<file path="src/rtl/config_pkg.sv">
// config_pkg: constants and the state type shared by the configuration loader.
//   BITS_PER_CELL - configuration bits held by one logic cell
//                   (16 LUT bits, bypass, clock polarity, shift output stage)
//   CRC8_POLY     - CRC-8 polynomial used by the optional readback check
//   config_state_e- loader FSM state encoding
package config_pkg;

    localparam int BITS_PER_CELL = 19;

    localparam logic [7:0] CRC8_POLY = 8'h07;

    typedef enum logic [2:0] {
        ST_IDLE        = 3'd0,
        ST_FETCH       = 3'd1,
        ST_SHIFT_LO    = 3'd2,
        ST_SHIFT_HI    = 3'd3,
        ST_READBACK_LO = 3'd4,
        ST_READBACK_HI = 3'd5,
        ST_RELEASE     = 3'd6
    } config_state_e;

endpackage

</file>
<file path="src/rtl/config_crc8.sv">
// config_crc8: serial CRC-8 accumulator, one bit per enabled cycle.
//   i_clock   - clock, rising edge
//   i_reset_n - asynchronous active-low reset, clears the CRC
//   i_clear   - synchronous clear back to the 0x00 initial value
//   i_enable  - fold i_bit into the CRC this cycle
//   i_bit     - serial data bit
//   o_crc     - current CRC value
module config_crc8
    import config_pkg::*;
(
    input  logic       i_clock,
    input  logic       i_reset_n,
    input  logic       i_clear,
    input  logic       i_enable,
    input  logic       i_bit,
    output logic [7:0] o_crc
);

    logic [7:0] crc_q;
    logic [7:0] crc_d;
    logic       feedback;

    always_comb begin
        crc_d    = crc_q;
        feedback = crc_q[7] ^ i_bit;
        if (i_clear) begin
            crc_d = 8'h00;
        end else if (i_enable) begin
            crc_d = {crc_q[6:0], 1'b0} ^ (feedback ? CRC8_POLY : 8'h00);
        end
    end

    always_ff @(posedge i_clock or negedge i_reset_n) begin
        if (!i_reset_n) begin
            crc_q <= 8'h00;
        end else begin
            crc_q <= crc_d;
        end
    end

    assign o_crc = crc_q;

endmodule

</file>
<file path="src/rtl/config_loader.sv">
// config_loader: streams a byte-wide bitstream into a serial configuration
// chain of NUM_CELLS logic cells, generating the chain clock itself.
//
// Optional feature: define CONFIG_LOADER_READBACK_EN to add a readback pass
// that recirculates the whole chain once and compares CRC-8 of the driven
// and returned bits; a mismatch sets o_Error.
//
// Parameters
//   NUM_CELLS - cells in the chain (chain length = NUM_CELLS*BITS_PER_CELL)
//   CLK_DIV   - i_Clock cycles per o_ConfigClock phase, 1..255
// Ports
//   i_Clock, i_ResetN          - clock, async active-low reset
//   i_Start                    - one-cycle load request (ignored while busy)
//   i_DataValid, i_Data        - bitstream byte offer
//   o_DataReady                - byte accepted when this and i_DataValid are high
//   o_ConfigClock              - chain shift clock
//   o_ConfigShiftOutput        - serial data into the first cell
//   i_ConfigShiftInput         - serial data out of the last cell (readback only)
//   o_ConfigActive             - low keeps cell flops cleared during a load
//   o_Busy, o_Done, o_Error    - status
//
// state          | meaning
// ST_IDLE        | waiting for i_Start
// ST_FETCH       | o_DataReady high, waiting for the next byte
// ST_SHIFT_LO    | chain clock low, current bit presented
// ST_SHIFT_HI    | chain clock high, bit captured by the chain
// ST_READBACK_LO | chain clock low, chain end bit fed back to the start
// ST_READBACK_HI | chain clock high during readback
// ST_RELEASE     | chain clock parked low before activating the cells
module config_loader
    import config_pkg::*;
#(
    parameter int NUM_CELLS = 4,
    parameter int CLK_DIV   = 2
) (
    input  logic       i_Clock,
    input  logic       i_ResetN,
    input  logic       i_Start,
    input  logic       i_DataValid,
    input  logic [7:0] i_Data,
    output logic       o_DataReady,
    output logic       o_ConfigClock,
    output logic       o_ConfigShiftOutput,
    input  logic       i_ConfigShiftInput,
    output logic       o_ConfigActive,
    output logic       o_Busy,
    output logic       o_Done,
    output logic       o_Error
);

    localparam int CHAIN_LEN = NUM_CELLS * BITS_PER_CELL;
    localparam int CNT_W     = $clog2(CHAIN_LEN + 1);

    localparam logic [CNT_W-1:0] CHAIN_LEN_CNT = CNT_W'(CHAIN_LEN);
    localparam logic [CNT_W-1:0] CNT_ONE       = CNT_W'(1);
    localparam logic [7:0]       DIV_LOAD      = 8'(CLK_DIV - 1);

    config_state_e    state_q, state_d;
    logic [7:0]       div_cnt_q, div_cnt_d;
    logic [CNT_W-1:0] bit_cnt_q, bit_cnt_d;
    logic [7:0]       byte_q, byte_d;
    logic [2:0]       bits_left_q, bits_left_d;
    logic             cfg_clk_q, cfg_clk_d;
    logic             cfg_sdo_q, cfg_sdo_d;
    logic             cfg_active_q, cfg_active_d;
    logic             data_ready_q, data_ready_d;
    logic             busy_q, busy_d;
    logic             done_q, done_d;
    logic             phase_end;

`ifdef CONFIG_LOADER_READBACK_EN
    logic             error_q, error_d;
    logic             crc_clear;
    logic             crc_drv_en;
    logic             crc_rb_en;
    logic [7:0]       crc_drv;
    logic [7:0]       crc_rb;

    // CRC of every bit driven into the chain during the load
    config_crc8 u_crc_drv (
        .i_clock   (i_Clock),
        .i_reset_n (i_ResetN),
        .i_clear   (crc_clear),
        .i_enable  (crc_drv_en),
        .i_bit     (cfg_sdo_q),
        .o_crc     (crc_drv)
    );

    // CRC of every bit recirculated out of the chain end
    config_crc8 u_crc_rb (
        .i_clock   (i_Clock),
        .i_reset_n (i_ResetN),
        .i_clear   (crc_clear),
        .i_enable  (crc_rb_en),
        .i_bit     (cfg_sdo_q),
        .o_crc     (crc_rb)
    );
`else
    logic unused_shift_in;
    assign unused_shift_in = i_ConfigShiftInput;
`endif

    assign phase_end = (div_cnt_q == 8'd0);

    always_comb begin
        state_d      = state_q;
        div_cnt_d    = div_cnt_q;
        bit_cnt_d    = bit_cnt_q;
        byte_d       = byte_q;
        bits_left_d  = bits_left_q;
        cfg_sdo_d    = cfg_sdo_q;
        cfg_active_d = cfg_active_q;
        done_d       = 1'b0;
`ifdef CONFIG_LOADER_READBACK_EN
        error_d      = error_q;
        crc_clear    = 1'b0;
        crc_drv_en   = 1'b0;
        crc_rb_en    = 1'b0;
`endif

        case (state_q)
            ST_IDLE: begin
                if (i_Start) begin
                    state_d      = ST_FETCH;
                    bit_cnt_d    = '0;
                    cfg_active_d = 1'b0;
`ifdef CONFIG_LOADER_READBACK_EN
                    error_d      = 1'b0;
                    crc_clear    = 1'b1;
`endif
                end
            end

            ST_FETCH: begin
                if (data_ready_q && i_DataValid) begin
                    byte_d      = i_Data;
                    bits_left_d = 3'd7;
                    cfg_sdo_d   = i_Data[0];
                    div_cnt_d   = DIV_LOAD;
                    state_d     = ST_SHIFT_LO;
                end
            end

            ST_SHIFT_LO: begin
                if (phase_end) begin
                    // The chain captures the bit on the rise entering SHIFT_HI,
                    // so that is where the bit is counted and CRC'd.
                    state_d   = ST_SHIFT_HI;
                    div_cnt_d = DIV_LOAD;
                    bit_cnt_d = bit_cnt_q + CNT_ONE;
`ifdef CONFIG_LOADER_READBACK_EN
                    crc_drv_en = 1'b1;
`endif
                end else begin
                    div_cnt_d = div_cnt_q - 8'd1;
                end
            end

            ST_SHIFT_HI: begin
                if (phase_end) begin
                    div_cnt_d = DIV_LOAD;
                    if (bit_cnt_q == CHAIN_LEN_CNT) begin
                        // Leftover high bits of the final byte are dropped here.
`ifdef CONFIG_LOADER_READBACK_EN
                        state_d   = ST_READBACK_LO;
                        bit_cnt_d = '0;
                        cfg_sdo_d = i_ConfigShiftInput;
`else
                        state_d   = ST_RELEASE;
`endif
                    end else if (bits_left_q == 3'd0) begin
                        state_d = ST_FETCH;
                    end else begin
                        state_d     = ST_SHIFT_LO;
                        byte_d      = {1'b0, byte_q[7:1]};
                        cfg_sdo_d   = byte_q[1];
                        bits_left_d = bits_left_q - 3'd1;
                    end
                end else begin
                    div_cnt_d = div_cnt_q - 8'd1;
                end
            end

`ifdef CONFIG_LOADER_READBACK_EN
            ST_READBACK_LO: begin
                if (phase_end) begin
                    state_d   = ST_READBACK_HI;
                    div_cnt_d = DIV_LOAD;
                    bit_cnt_d = bit_cnt_q + CNT_ONE;
                    crc_rb_en = 1'b1;
                end else begin
                    div_cnt_d = div_cnt_q - 8'd1;
                end
            end

            ST_READBACK_HI: begin
                if (phase_end) begin
                    div_cnt_d = DIV_LOAD;
                    if (bit_cnt_q == CHAIN_LEN_CNT) begin
                        state_d = ST_RELEASE;
                        error_d = (crc_drv != crc_rb);
                    end else begin
                        state_d   = ST_READBACK_LO;
                        cfg_sdo_d = i_ConfigShiftInput;
                    end
                end else begin
                    div_cnt_d = div_cnt_q - 8'd1;
                end
            end
`endif

            ST_RELEASE: begin
                if (phase_end) begin
                    state_d      = ST_IDLE;
                    cfg_active_d = 1'b1;
                    done_d       = 1'b1;
                end else begin
                    div_cnt_d = div_cnt_q - 8'd1;
                end
            end

            default: begin
                state_d = ST_IDLE;
            end
        endcase

        // Outputs decoded from the next state so they come straight off flops.
        cfg_clk_d    = (state_d == ST_SHIFT_HI) || (state_d == ST_READBACK_HI);
        data_ready_d = (state_d == ST_FETCH);
        busy_d       = (state_d != ST_IDLE);
    end

    always_ff @(posedge i_Clock or negedge i_ResetN) begin
        if (!i_ResetN) begin
            state_q      <= ST_IDLE;
            div_cnt_q    <= 8'd0;
            bit_cnt_q    <= '0;
            byte_q       <= 8'd0;
            bits_left_q  <= 3'd0;
            cfg_clk_q    <= 1'b0;
            cfg_sdo_q    <= 1'b0;
            cfg_active_q <= 1'b0;
            data_ready_q <= 1'b0;
            busy_q       <= 1'b0;
            done_q       <= 1'b0;
        end else begin
            state_q      <= state_d;
            div_cnt_q    <= div_cnt_d;
            bit_cnt_q    <= bit_cnt_d;
            byte_q       <= byte_d;
            bits_left_q  <= bits_left_d;
            cfg_clk_q    <= cfg_clk_d;
            cfg_sdo_q    <= cfg_sdo_d;
            cfg_active_q <= cfg_active_d;
            data_ready_q <= data_ready_d;
            busy_q       <= busy_d;
            done_q       <= done_d;
        end
    end

`ifdef CONFIG_LOADER_READBACK_EN
    always_ff @(posedge i_Clock or negedge i_ResetN) begin
        if (!i_ResetN) begin
            error_q <= 1'b0;
        end else begin
            error_q <= error_d;
        end
    end

    assign o_Error = error_q;
`else
    assign o_Error = 1'b0;
`endif

    assign o_DataReady         = data_ready_q;
    assign o_ConfigClock       = cfg_clk_q;
    assign o_ConfigShiftOutput = cfg_sdo_q;
    assign o_ConfigActive      = cfg_active_q;
    assign o_Busy              = busy_q;
    assign o_Done              = done_q;

endmodule
</file>
<file path="config.mk">
export PLATFORM = sky130hd
export DESIGN_NAME = config_loader
export DESIGN_NICKNAME = d
export VERILOG_FILES = /design/src/rtl/config_pkg.sv /design/src/rtl/config_crc8.sv /design/src/rtl/config_loader.sv
export SDC_FILE = /design/constraint.sdc
export NUM_CORES = 1
export LEC_CHECK = 0
export CAP_MARGIN = 20
export CORE_AREA = 4 4 63 65
export CTS_CLUSTER_DIAMETER = 50
export DETAILED_ROUTE_END_ITERATION = 10
export DIE_AREA = 0 0 67 69
export PLACE_DENSITY = 0.85
export SLEW_MARGIN = 0
export SYNTH_ARGS = -nofsm -noshare
export SYNTH_HDL_FRONTEND = slang
export SYNTH_SLANG_ARGS = --single-unit
</file>
<file path="constraint.sdc">
create_clock -name i_Clock -period 6.06 [get_ports i_Clock]
set_input_delay 0.606 -clock i_Clock [delete_from_list [all_inputs] [get_ports i_Clock]]
set_output_delay 0.606 -clock i_Clock [all_outputs]
set_load 0.005 [all_outputs]
</file>
==> run summary <==
synthesized cell area: 1831 um^2
CTS tree: built
final cycle utilization of the critical path: 39.63%
post-CTS repair timing setup buffer count: 0
max-cap violations: 0
ANT cells: 0
worst hold path startpoint: byte_q[7]$_DFFE_PN0P_
final non-filler cell total: 254
post-DP HPWL: 2393 um
Worst Setup SP: div_cnt_q[0]$_DFFE_PN0P_
global-route wire length before repair: 6009 um
GRT Total Usage: 16.44%
vias in the first global route: 1353
clock-pin slew on the worst setup and hold paths: 0.10 ns
CP startpoint kind: flop
DR vias/cell: 5.508
outcome: finished clean
CP delay by family, top: simple AND/OR/NAND/NOR gates
Routed Antenna Nets: 0
First-pass DRT Iterations: 4
Post-Syn Nets: 208
routed via count: 1399
average cell area after synthesis: 9.634 um^2
drt wl/cell: 13.24 um
cells after synthesis: 190
Num CTS Buffers: 5
hold crit path type: flop to flop
Die Height: 69 um
CP max FO: 18
Max Clk Rate: 416.4 MHz
Least-Margin Pin Slew: 0.7367 ns
Tmin final: 2.401 ns
Top FF cell, synth: dfrtp_1
Async SR Flop Fraction: 100.0%
RSZ-0062 raised after global routing: no
Power Density: 468.8 nW/um^2
largest net degree at the start of global routing: 35
Nets: 225
Filler cells: 279
die width: 67 um
initial detailed-routing violation count: 111
crit path kind: flop to flop
I/O pin count: 20
origin of the critical flop-to-flop path: div_cnt_q[0]$_DFFE_PN0P_
Yosys Warn Count: 0
sum of negative setup slack: 0 ns
Final Wtd Congestion: 0.9298
Seq. cell area: 850.8 um^2
clk sinks: 34
EDFF count, synth: 0
clock buffer depth: 2
placed cells: 246
GR Overflow Total: 0
Core Footprint: 3337 um^2
IO Port Bufs: 17
commonest non-fill, non-tap cells in the layout: 34 x dfrtp_1, 27 x nand2_1, 21 x nor2_1
max-slew violations: 0
Slew headroom: 50.89%
residual DRC count: 0
Starting Density: 54.86%
Clk Latency, worst-skew pair: 0.34 ns
CP required: 6.29 ns
critical path buffer and inverter count: 1
Final Skew: 0.008905 ns
multi-input logic area: 898.4 um^2
initial antenna violation count: 0
Clock Tree Root: clkbuf_4
flops & latches, synth: 34
Final Util: 62.80%
Hold Vio Cnt, Final: 0
CTS Hold Bufs: 0
CP arrival: 2.64 ns
Lkg Pwr: 0.0008681 uW
cells along the critical path: inv_1, ha_1, nor3b_1, nand2_2, o21ai_2, nand2_1, a22o_1
die area: 4623 um^2
crit-path max cell delay: 0.55 ns
layout cells sized above 1: 10.58%
setup violators final: 0
sequential fraction of the synthesis area: 46.48%
final hold slack: 0.5357 ns
P&R area growth vs syn: 14.49%
CTS H-Tree Depth: 2
critical path's slowest cell: o21ai_2
detailed-route wire length: 3362 um
Row Count: 21
# resized after CTS: 0
synth unique cells: 46
Design Power: 982.5 uW
most common cell after layout, fill and taps aside: dfrtp_1
Setup crit end kind: flop
Max VDD drop: 0.0002404 V
-- cell usage after synthesis, types with 2 or more instances --
master	n	share of area (%)
nor2_1	21	4.3
buf_2	5	1.4
nor3b_1	2	0.82
ha_1	5	3.4
nor2b_1	2	0.68
o22ai_1	2	0.68
buf_4	3	1.2
a41oi_1	8	3.8
nor3_1	8	2.2
inv_1	8	1.6
a21oi_1	12	3.3
xnor2_1	10	4.8
or3_1	3	1.0
o21ai_0	5	1.4
dfrtp_1	34	46
nand3_1	5	1.4
o21ai_2	2	0.96
nand2_1	27	5.5
-- sequential cells by signal, indices dropped and copies added, names as in the netlist --
register / count
bit_cnt_q: 7
bits_left_q: 3
byte_q: 8
div_cnt_q: 8
o_Busy: 1
o_ConfigActive: 1
o_ConfigClock: 1
o_DataReady: 1
o_Done: 1
state_q: 3
-- cells by family after synthesis --
group | share of synthesized area (%)
other cells | 0.2049
compound gates | 14.83
flops | 46.48
mux | 0.5468
xor+xnor | 4.784
simple gates | 25.29
buf+inv | 4.442
fa+ha+maj | 3.418
-- layout make-up --
cell class / instances / share of cell area [%]
tap: 46 / 2.746
clock buffer: 5 / 1.791
clock inverter: 3 / 1.910
inverter: 9 / 1.612
timing repair buffer: 18 / 8.478
sequential: 34 / 40.60
multi-input combinational: 139 / 42.87
-- report_power, final --
part | total [uW] | internal, uW | switching [uW]
sequential | 401 | 313 | 88.0
clock | 164 | 85.4 | 78.1
combinational | 418 | 186 | 232
-- worst register-to-register path, delay by kind of cell, from the launching register on --
| family | cells | cell delay [ns] |
|---|---|---|
| adders and majority gates | 1 | 0.21 |
| and+or+nand+nor | 3 | 0.79 |
| DFF | 1 | 0.44 |
| buffers and inverters | 1 | 0.08 |
| AOI/OAI and AO/OA | 2 | 0.78 |
-- layer usage --
layer	wire length [um]	part of all wire, %	GRT usage, %	vias up
li1	-	-	-	701
met1	1632	49	23.10	656
met2	1542	46	24.34	35
met3	129	3.8	4.383	7
met4	57	1.7	5.405	0
met5	0	0	0	-
-- path summary, 6_finish.rpt --
path,endpoint,depth (start not counted),slack [ns]
setup / recovery,byte_q[7]$_DFFE_PN0P_,7,3.66
hold / removal,byte_q[7]$_DFFE_PN0P_,1,0.54
setup reg to reg,byte_q[7]$_DFFE_PN0P_,7,3.66
hold reg to reg,byte_q[7]$_DFFE_PN0P_,1,0.54
max in group asynchronous,div_cnt_q[5]$_DFFE_PN0P_,2,5.09
min in group asynchronous,o_Done$_DFF_PN0_,2,0.67
-- through the flow --
| stage | setup WS, ns | area [um^2] |
|---|---|---|
| 5_1_grt | 3.441 | 2096 |
| 2_1_floorplan | 4.081 | 1831 |
| 3_3_place_gp | 3.368 | 2018 |
| 4_1_cts | 3.667 | 2096 |
| 3_5_place_dp | 3.335 | 2018 |
| 6_report | 3.659 | 2096 |
No activity file was read; power rests on OpenSTA's default activity.
